--- config.mk ---
export PLATFORM = sky130hd
export DESIGN_NAME = bcd_xs3_seq_ctrl
export DESIGN_NICKNAME = d
export VERILOG_FILES = /design/src/rtl/bcd_xs3_seq_ctrl.sv
export SDC_FILE = /design/constraint.sdc
export NUM_CORES = 1
export LEC_CHECK = 0
export CAP_MARGIN = 20
export CORE_MARGIN = 2
export CORE_UTILIZATION = 55
export CTS_CLUSTER_DIAMETER = 200
export DETAILED_ROUTE_END_ITERATION = 7
export PLACE_DENSITY = 0.9
export SYNTH_ARGS = -nofsm -noshare
export SYNTH_HDL_FRONTEND = slang
export SYNTH_SLANG_ARGS = --single-unit
--- constraint.sdc ---
create_clock -name clk -period 5.43 [get_ports clk]
set_input_delay 0.8145 -clock clk [delete_from_list [all_inputs] [get_ports clk]]
set_output_delay 0.8145 -clock clk [all_outputs]
set_load 0.05 [all_outputs]
--- src/rtl/bcd_xs3_seq_ctrl.sv ---
// Sequencer that converts a packed BCD word to excess-3 one digit at a time
// by driving an external serial BCD-to-XS3 converter (clear, shift in, calc, shift out).
module bcd_xs3_seq_ctrl #(
    parameter int DIGITS = 4
) (
    input  logic                  clk,
    input  logic                  rst,
    input  logic                  start,
    input  logic [4*DIGITS-1:0]   bcd_in,
    output logic                  busy,
    output logic                  done,
    output logic                  err,
    output logic [4*DIGITS-1:0]   xs3_out,
    output logic                  cv_rst,
    output logic                  cv_in,
    input  logic                  cv_out,
    output logic [2:0]            dbg_state
);

    localparam int IW = (DIGITS > 1) ? $clog2(DIGITS) : 1;

    typedef enum logic [2:0] {
        S_IDLE,
        S_CHECK,
        S_CLR,
        S_SHIFT,
        S_CALC,
        S_COLLECT,
        S_NEXT,
        S_DONE
    } state_t;

    state_t                r_state;
    state_t                w_state_nxt;
    logic [4*DIGITS-1:0]   r_work;
    logic [4*DIGITS-1:0]   r_shadow;
    logic [4*DIGITS-1:0]   r_xs3;
    logic [3:0]            r_hold;
    logic [IW-1:0]         r_idx;
    logic [1:0]            r_bit;
    logic                  r_err;

    logic                  w_bad;
    logic [3:0]            w_digit;
    logic [4*DIGITS-1:0]   w_shadow_upd;

    // Any latched digit above 9 rejects the whole word before the converter is touched.
    always_comb begin
        w_bad = 1'b0;
        for (int i = 0; i < DIGITS; i++) begin
            if (r_work[4*i +: 4] > 4'd9) begin
                w_bad = 1'b1;
            end
        end
    end

    always_comb begin
        w_digit      = 4'd0;
        w_shadow_upd = r_shadow;
        for (int i = 0; i < DIGITS; i++) begin
            if (r_idx == IW'(i)) begin
                w_digit               = r_work[4*i +: 4];
                w_shadow_upd[4*i +: 4] = r_hold;
            end
        end
    end

    always_ff @(posedge clk) begin
        if (rst) begin
            r_state <= S_IDLE;
        end else begin
            r_state <= w_state_nxt;
        end
    end

    always_comb begin
        w_state_nxt = r_state;
        case (r_state)
            S_IDLE:    if (start) w_state_nxt = S_CHECK;
            S_CHECK:   w_state_nxt = w_bad ? S_DONE : S_CLR;
            S_CLR:     w_state_nxt = S_SHIFT;
            S_SHIFT:   if (r_bit == 2'd3) w_state_nxt = S_CALC;
            S_CALC:    w_state_nxt = S_COLLECT;
            S_COLLECT: if (r_bit == 2'd3) w_state_nxt = S_NEXT;
            S_NEXT:    w_state_nxt = (r_idx == '0) ? S_DONE : S_CLR;
            S_DONE:    w_state_nxt = S_IDLE;
            default:   w_state_nxt = S_IDLE;
        endcase
    end

    always_ff @(posedge clk) begin
        if (rst) begin
            r_work   <= '0;
            r_shadow <= '0;
            r_xs3    <= '0;
            r_hold   <= 4'd0;
            r_idx    <= '0;
            r_bit    <= 2'd0;
            r_err    <= 1'b0;
        end else begin
            case (r_state)
                S_IDLE: begin
                    if (start) begin
                        r_work <= bcd_in;
                        r_err  <= 1'b0;
                        r_idx  <= IW'(DIGITS - 1);
                        r_bit  <= 2'd0;
                    end
                end
                S_CHECK: begin
                    if (w_bad) r_err <= 1'b1;
                end
                S_CLR: begin
                    r_bit  <= 2'd0;
                    r_hold <= 4'd0;
                end
                S_SHIFT: r_bit <= r_bit + 2'd1;
                S_CALC:  r_bit <= 2'd0;
                S_COLLECT: begin
                    r_hold <= {r_hold[2:0], cv_out};
                    r_bit  <= r_bit + 2'd1;
                end
                // The last digit's write and the output load share one edge so
                // xs3_out is already valid in the DONE cycle.
                S_NEXT: begin
                    r_shadow <= w_shadow_upd;
                    if (r_idx == '0) begin
                        r_xs3 <= w_shadow_upd;
                    end else begin
                        r_idx <= r_idx - IW'(1);
                    end
                end
                default: ;
            endcase
        end
    end

    always_comb begin
        cv_in = 1'b0;
        if (r_state == S_SHIFT) begin
            cv_in = w_digit[~r_bit];
        end
    end

    assign busy      = (r_state != S_IDLE);
    assign done      = (r_state == S_DONE);
    assign err       = r_err;
    assign xs3_out   = r_xs3;
    assign cv_rst    = rst | (r_state == S_CLR);
    assign dbg_state = r_state;

endmodule

Word-level counts from Yosys, hierarchy flattened
Cells that the tools add are included.
{"block": "totals", "regBits": 60, "latchBits": 0, "ramBits": 0, "rom_bits": 0, "output_inout_bits": 24, "memories": 0}
{"block": "op_classes", "n_addsub": 2, "n_mul": 0, "n_div": 0, "order_cmp": 5, "n_eq_ne": 16, "n_shift": 0, "muxes": 30, "bitwise_logic": 2, "reduce_logical": 15}
{"cell": "$mux 4", "n": 8}
{"cell": "$pmux 3 s8", "n": 1}
{"cell": "$gt 4x4->1 const B", "n": 4}
{"cell": "$mux 3", "n": 5}
{"cell": "$eq 3x3->1 const B", "n": 4}
{"cell": "$ne 2x2->1 const B", "n": 5}
{"cell": "$reduce_and 3->1", "n": 3}
{"cell": "$mux 1", "n": 8}
{"cell": "$pmux 4 s2", "n": 1}
{"cell": "$eq 2x2->1 const B", "n": 3}
{"cell": "$eq 3x2->1 const B", "n": 2}
{"cell": "$mux 2", "n": 3}
{"cell": "$pmux 2 s3", "n": 1}
{"cell": "$reduce_and 2->1", "n": 3}
{"cell": "$reduce_bool 2->1", "n": 3}
{"cell": "$reduce_bool 3->1", "n": 2}
{"cell": "$pmux 2 s2", "n": 1}
{"cell": "$reduce_or 2->1", "n": 2}
{"cell": "$eq 3x1->1 const B", "n": 1}
{"cell": "$logic_not 3->1", "n": 1}
{"cell": "$lt 2x3->1 const B", "n": 1}
{"cell": "$add 2x1->2 const B", "n": 1}
{"cell": "$bmux 1 s2", "n": 1}
{"cell": "$eq 2x1->1 const B", "n": 1}
{"cell": "other kinds (5)", "n": 5}

Logic depth before layout (Yosys ltp)
Gate-level depths: netlist (run 1).
{"block": "logic_depth", "ltp_word": 8, "ltp_mapped": 8}

Least setup slack after synthesis (run 1)
Ideal clock, no wire load.
{"block": "synth_path", "path_kind": "register to output", "startpoint": "reg r_idx[1]", "endpoint": "out cv_in", "arrival_ns": 2.789, "required_time_ns": 4.615, "slack_ns": 1.826, "path_stages_with_launch": 8, "n_path_buf": 2, "path_cell_list": "dfxtp_1 > inv_1 > ha_1 > clkbuf_1 > clkbuf_1 > o211ai_1 > a31oi_1 > nor4_1"}
{"block": "synth_via", "elab_chain_cells": 8}
{"item": "start, declared", "line": "39", "text": "logic [IW-1:0] r_idx;"}
{"item": "start signal, assigned", "line": "106", "text": "r_idx <= IW'(DIGITS - 1);"}
{"item": "start signal, assigned", "line": "130", "text": "r_idx <= r_idx - IW'(1);"}
{"item": "$logic_not 2->1", "line": "61", "text": "if (r_idx == IW'(i)) begin"}
{"item": "$mux 4 (3 in a row)", "line": "61"}
{"item": "$mux 4 (*)", "line": "61"}
{"item": "$bmux 1 s2 (*)", "line": "141", "text": "cv_in = w_digit[~r_bit];"}
{"item": "$mux 1 (not written as such) (*)", "line": "141"}
{"item": "$mux 1 (*)", "line": "140", "text": "if (r_state == S_SHIFT) begin"}
{"item": "end, declared", "line": "15", "text": "output logic cv_in,"}
Mark *: on every way between the ends. The rest lies on a longest branch, timed or not. The select of a mux whose other input is x is not followed.

Worst setup path in the final report (run 1)
{"block": "layout_path", "startpoint": "reg r_idx[0]", "endpoint": "out cv_in"}
Same word-level chain as after synthesis.

==> results of run 1 <==
[stage by stage]
step / total power, W / utilization [%]
final: 0.0008187 / 66.76
after global routing: 0.0008515 / 66.76
after CTS: 0.0008178 / 66.76
after detailed placement: 0.0005868 / 64.69
after global placement: 0.0005817 / 64.69
after floorplan: 0.0005534 / -
[where the power goes]
group,internal [W],total [W],switching [W]
logic,0.0000542,0.000133,0.0000785
clock network,0.000103,0.000239,0.000135
registers,0.000425,0.000447,0.0000227
[cell usage after synthesis, drive strengths merged]
cell type  number
or4b            1
a2111oi         6
or3b            2
and2            2
buf            12
or3             2
a31oi           3
nand2          61
ha              8
nand3b          3
clkbuf         20
a21oi          47
and3            2
inv             9
nand3          14
nand2b          3
dfxtp          56
o21bai          1
o21ai          14
nor3            2
a41oi           1
nand4b          1
o21a            1
a22oi           1
o211ai          1
o32ai           1
nor2           26
nor4            1
o221ai          2
a211oi         15
and3b           1
mux2i          14
xor2            1
a221oi          2
a21bo           1
[worst register-to-register path: cells and delay by family (launching register included)]
| family | cells | cell delay, ps |
|---|---|---|
| AND/OR/NAND/NOR | 3 | 1680 |
| flip-flops | 1 | 890 |
| AO/OA/AOI/OAI | 1 | 220 |
[routing by layer]
metal  wire length [um]  share of wire (%)
met2               2756                 47
met5                  0                  0
met4                110                1.9
met1               2672                 46
met3                312                5.3
[layout make-up]
| cell class | count | area (sq um) |
|---|---|---|
| clock buffers | 6 | 82.58 |
| clock inverters | 2 | 15.01 |
| fillers | 406 | 1570 |
| inverters | 9 | 33.78 |
| multi-input cells | 240 | 1391 |
| flip-flops and latches | 56 | 1121 |
| well taps | 67 | 83.83 |
| repair buffers | 43 | 425.4 |
[final timing paths]
kind | cells past startpoint | slack (ps) | start | endpoint
min reg2reg | 2 | 460 | r_shadow[12] | r_shadow[12]
max reg2reg | 4 | 2560 | dbg_state[2] | dbg_state[0]
min | 2 | 460 | r_shadow[12] | r_shadow[12]
max | 6 | 1510 | r_idx[0] | cv_in
[cell families (layout without fill, tap and decap cells)]
| kind of cell | count (synthesis) | in the layout | synth area share [%] |
|---|---|---|---|
| compound gates | 96 | 96 | 21.66 |
| buf+inv | 41 | 60 | 7.080 |
| fa+ha+maj | 8 | 8 | 3.702 |
| mux | 14 | 14 | 5.183 |
| simple gates | 121 | 121 | 20.59 |
| xor+xnor | 1 | 1 | 0.3240 |
| flops | 56 | 56 | 41.46 |
[flip-flops by register name, summed over array words and instances (netlist names)]
name and cells:
r_bit 2, xs3_out 16, err 1, dbg_state 3, r_work 16, r_hold 4
r_idx 2, r_shadow 12
==> impl_results.md, run 1 <==
* Most frequent cells in the layout: 61 x nand2_1, 56 x dfxtp_1, 47 x a21oi_1
* Status: finished clean
* Tmin final at 3917 ps
* H-tree depth at 2
* Mapped Cells at 337
* Met1 Use GR at 29.68%
* DRT iter0 DRCs at 244
* Synth top area cells: dfxtp_1 41%, a21oi_1 8.7%, nand2_1 8.5%, mux2i_1 5.2%, a211oi_1 4.2%
* Combined buffer and inverter count along the critical path at 1
* Startpoint types: flip-flop
* Setup CP Type: reg2out
* Slew at the pin closest to its max-slew limit at 978.8 ps
* Hold Slack at 460.5 ps
* Non-Filler Instances at 423
* Met2 GRT Util at 36.51%
* Wire per inst at 13.84 um
* Vias in the first global route at 2089
* Layout area overhead at 16.61%
* Final nets at 383
* Final worst-path cycle share at 72.13%
* Diode count at 0
* Post-synth cell types at 40
* Setup repair bufs after CTS at 0
* Worst path slowest cell: clkdlybuf4s50_1
* Setup Viol. Count Final at 0
* Clock root cell: clkbuf_8
* Placer's final routability congestion estimate at 0.8633
* I/O Buffers at 43
* CP Capture Type: primary output
* Max Root-Sink Buffers at 2
* Drt via density at 5.671
* Share of the synthesized area in the top cell type at 41.46%
* Die ar. at 5493 sq um
* Number of synthesis warnings at 0
* DR DRC count at 0
* Max_slew headroom at 34.74%
* CTS clk-pin slew, worst paths at 100 ps
* F_max at 255.3 MHz
* Worst VDD drop at 0.1313 mV
* Crit-path max cell delay at 860 ps
* Dpl ws at 1854 ps
* CTS tree: yes
* GR peak layer: met2
* Post-CTS Hold Buffers at 0
* CP Data Arrival Time at 3100 ps
* Routed Antenna Nets at 0
* Largest area contributor in the netlist: dfxtp_1
* Initial antenna violation count at 0
* Top delay family on crit path: buffers and inverters
* Largest net degree at the start of global routing at 58
* RSZ-0062 raised after global routing: no
* Setup ws final at 1513 ps
* Syn_area_per_cell at 8.023 sq um
* First-pass GRT wire length at 9577 um
* Min-Delay Path Class: reg2reg
* Total number of vias at 2399
* PwrDens at 259.6 nW/um^2
* Cell row count at 25
* WP data required at 4620 ps
* Worst skew pair latency at 310 ps
* # resized after CTS at 0
* Gr usage total at 22.27%
* Post-synthesis sequential area ratio at 41.46%
* Ratio of cells with drive above 1 in the final layout at 4.213%
* Detail Placement HPWL at 3845 um
* Core area at 4723 sq um
* Syn nets at 365
* Synth Register Bits at 56
* Num ports at 44
* Placed cell count at 415
* Clock Skews at 7.613 ps
* Final wirelength at 5853 um
* Slew Limit Fails at 0
* Clock sinks at 56
* CP max FO at 17
* CTS Buf Count at 5
* Setup_tns at 0 ps
* Hold Fails Final Rpt at 0
* Pre-antenna DRT Iters at 4
* Most common cell after layout, fill and taps aside: nand2_1
* Chip height at 74.12 um
* Met3 Resource Use GR at 4.336%
* Placed cell area at 3055 sq um
* Starting density of the core at 57.25%
* Post-Syn Area at 2704 sq um
* Gr ovfl total at 0
* Die Span X at 74.12 um
* Leakage at 1.016 nW
* Max_cap viols at 0
* Finished Cell Area at 3153 sq um
* CP Cell Sequence: ha_1 -> a21oi_1 -> a221oi_1 -> a2111oi_0 -> nor4_1 -> clkdlybuf4s50_1
No activity file was read; power rests on OpenSTA's default activity.
==> run 2, diff against run 1 <==
- CORE_UTILIZATION: 55 -> 48
- PLACE_DENSITY: 0.9 -> 0.84
- clock period: 5.43 -> 3.5 ns (I/O delays scaled with it)
==> run 2 against run 1 <==
Clock-buffer cell count grew 1. Sequential power grew 54%. Critical endpoint unchanged. Worst setup slack got worse by 1000 ps. First-iteration DRC count is 19% lower. Critical path depth unchanged. Combinational power increased by 58%. Via count shrank 0.50%. Wire length shrank 3.8%. Worst hold slack lost 3.1 ps. Largest power group unchanged. Largest cell class unchanged. Clock skew increased by 1.1 ps. Critical path type unchanged.
==> impl_results.md, run 2 (synthesis results as in run 1) <==
* Status: finished clean (unchanged)
* RSZ-0062 raised after global routing: no (unchanged)
* Diode count at 0 (unchanged)
* Max Root-Sink Buffers at 2 (unchanged)
* I/O Buffers at 43 (unchanged)
* F_max at 331.9 MHz
* Setup repair bufs after CTS at 0 (unchanged)
* Gr ovfl total at 0 (unchanged)
* Routed Antenna Nets at 0 (unchanged)
* DRT iter0 DRCs at 198 (was 244)
* Core area at 5473 sq um (was 4723 sq um)
* Clock root cell: clkbuf_8 (unchanged)
* Worst VDD drop at 0.2496 mV (was 0.1313 mV)
* Die Span X at 79.06 um (was 74.12 um)
* CP max FO at 17 (unchanged)
* Leakage at 1.046 nW (was 1.016 nW)
* Most frequent cells in the layout: 61 x nand2_1, 56 x dfxtp_1, 47 x a21oi_1 (unchanged)
* WP data required at 2970 ps (was 4620 ps)
* CP Data Arrival Time at 2490 ps (was 3100 ps)
* CTS Buf Count at 5 (unchanged)
* First-pass GRT wire length at 9867 um (was 9577 um)
* Slew Limit Fails at 0 (unchanged)
* WL met1 at 2582 um (was 2672 um)
* Clock sinks at 56 (unchanged)
* Layout area overhead at 18.00% (was 16.61%)
* CP Capture Type: primary output (unchanged)
* CTS tree: yes (unchanged)
* Starting density of the core at 49.41% (was 57.25%)
* Finished Cell Area at 3191 sq um (was 3153 sq um)
* Tmin final at 3013 ps
* Total number of vias at 2387 (was 2399)
* Vias in the first global route at 2295 (was 2089)
* Initial antenna violation count at 0 (unchanged)
* # resized after CTS at 0 (unchanged)
* Slew at the pin closest to its max-slew limit at 674.2 ps (was 978.8 ps)
* H-tree depth at 2 (unchanged)
* Core Util, Final at 58.30% (was 66.76%)
* Crit-path max cell delay at 580 ps (was 860 ps)
* Final wirelength at 5629 um (was 5853 um)
* Setup Viol. Count Final at 0 (unchanged)
* Worst path slowest cell: ha_1 (was clkdlybuf4s50_1)
* Cell row count at 27 (was 25)
* Detail Placement HPWL at 3993 um (was 3845 um)
* Post-CTS Hold Buffers at 0 (unchanged)
* Total power after layout at 0.001250 W (was 0.0008187 W)
* Min-Delay Path Class: reg2reg (unchanged)
* Startpoint types: flip-flop (unchanged)
* Top Metal Used: met4 (unchanged)
* Drt via density at 5.513 (was 5.671)
* Die ar. at 6250 sq um (was 5493 sq um)
* Placed cell area at 3097 sq um (was 3055 sq um)
* Max_cap viols at 0 (unchanged)
* Layout fillers at 514 (was 406)
* DR DRC count at 0 (unchanged)
* Final nets at 388 (was 383)
* CP Cell Sequence: ha_1 -> a21oi_1 -> a221oi_1 -> a2111oi_0 -> nor4_1 -> buf_4 (was ha_1 -> a21oi_1 -> a221oi_1 -> a2111oi_0 -> nor4_1 -> clkdlybuf4s50_1)
* Gr usage total at 19.16% (was 22.27%)
* Max_slew headroom at 54.99% (was 34.74%)
* Met3 wire length at 232 um (was 312 um)
* PwrDens at 391.8 nW/um^2 (was 259.6 nW/um^2)
* Largest net degree at the start of global routing at 57 (was 58)
* Hold Fails Final Rpt at 0 (unchanged)
* Met2 wire len at 2754 um (was 2756 um)
* Chip height at 79.06 um (was 74.12 um)
* Placer's final routability congestion estimate at 0.8820 (was 0.8633)
* Most common cell after layout, fill and taps aside: nand2_1 (unchanged)
* Wire per inst at 13.00 um (was 13.84 um)
* CTS clk-pin slew, worst paths at 90 ps (was 100 ps)
* Setup CP Type: reg2out (unchanged)
* Clock Skews at 8.681 ps (was 7.613 ps)
* Ratio of cells with drive above 1 in the final layout at 5.540% (was 4.213%)
* Pre-antenna DRT Iters at 4 (unchanged)
* Setup_tns at 0 ps (unchanged)
* Num ports at 44 (unchanged)
* Final worst-path cycle share at 86.09%
* Worst skew pair latency at 300 ps (was 310 ps)
## run 2: power breakdown
group	switching, W	internal [W]	total [W]
Combinational	0.000124	0.0000867	0.000210
Sequential	0.0000292	0.000659	0.000688
Clock	0.000191	0.000161	0.000352
Total	0.000344	0.000906	0.00125
## run 2: stage by stage
step           std cells  worst slack [ps]  hold slack (ps)
5_1_grt              433             291.6            478.5
6_report             433             486.7            457.5
4_1_cts              433             477.9            460.1
3_5_place_dp         425             818.4            447.3
2_1_floorplan        337             185.6            435.7
3_3_place_gp         425             939.8            441.3
## run 2: path summary, 6_finish.rpt
path | start | endpoint | slack (ps) | cells past startpoint
max | r_idx[0] | cv_in | 490 | 6
min | r_shadow[10] | r_shadow[10] | 460 | 2
max reg2reg | dbg_state[1] | dbg_state[0] | 1220 | 6
min reg2reg | r_shadow[10] | r_shadow[10] | 460 | 2
## run 2: critical path, delay by kind of cell (launching register included)
| family | cells | cell delay, ps |
|---|---|---|
| AO/OA/AOI/OAI | 3 | 570 |
| adder cells (fa/ha/maj) | 1 | 580 |
| AND/OR/NAND/NOR | 1 | 370 |
| flip-flops | 1 | 420 |
| buffers and inverters | 1 | 260 |
## run 2: routing by layer
layer | vias up | GRT usage [%]
met5 | - | 0
met4 | 0 | 6.207
met3 | 7 | 3.182
met2 | 54 | 33.05
met1 | 1107 | 24.36
li1 | 1219 | -
## run 2: final cells by class
cell class              count  area (sq um)  share of cell area, %
flip-flops and latches     56          1121                  35.14
multi-input cells         240          1391                  43.61
clock buffers               7         86.33                  2.706
clock inverters             1         7.507                 0.2353
well taps                  72         90.09                  2.824
repair buffers             48         460.4                  14.43
inverters                   9         33.78                  1.059
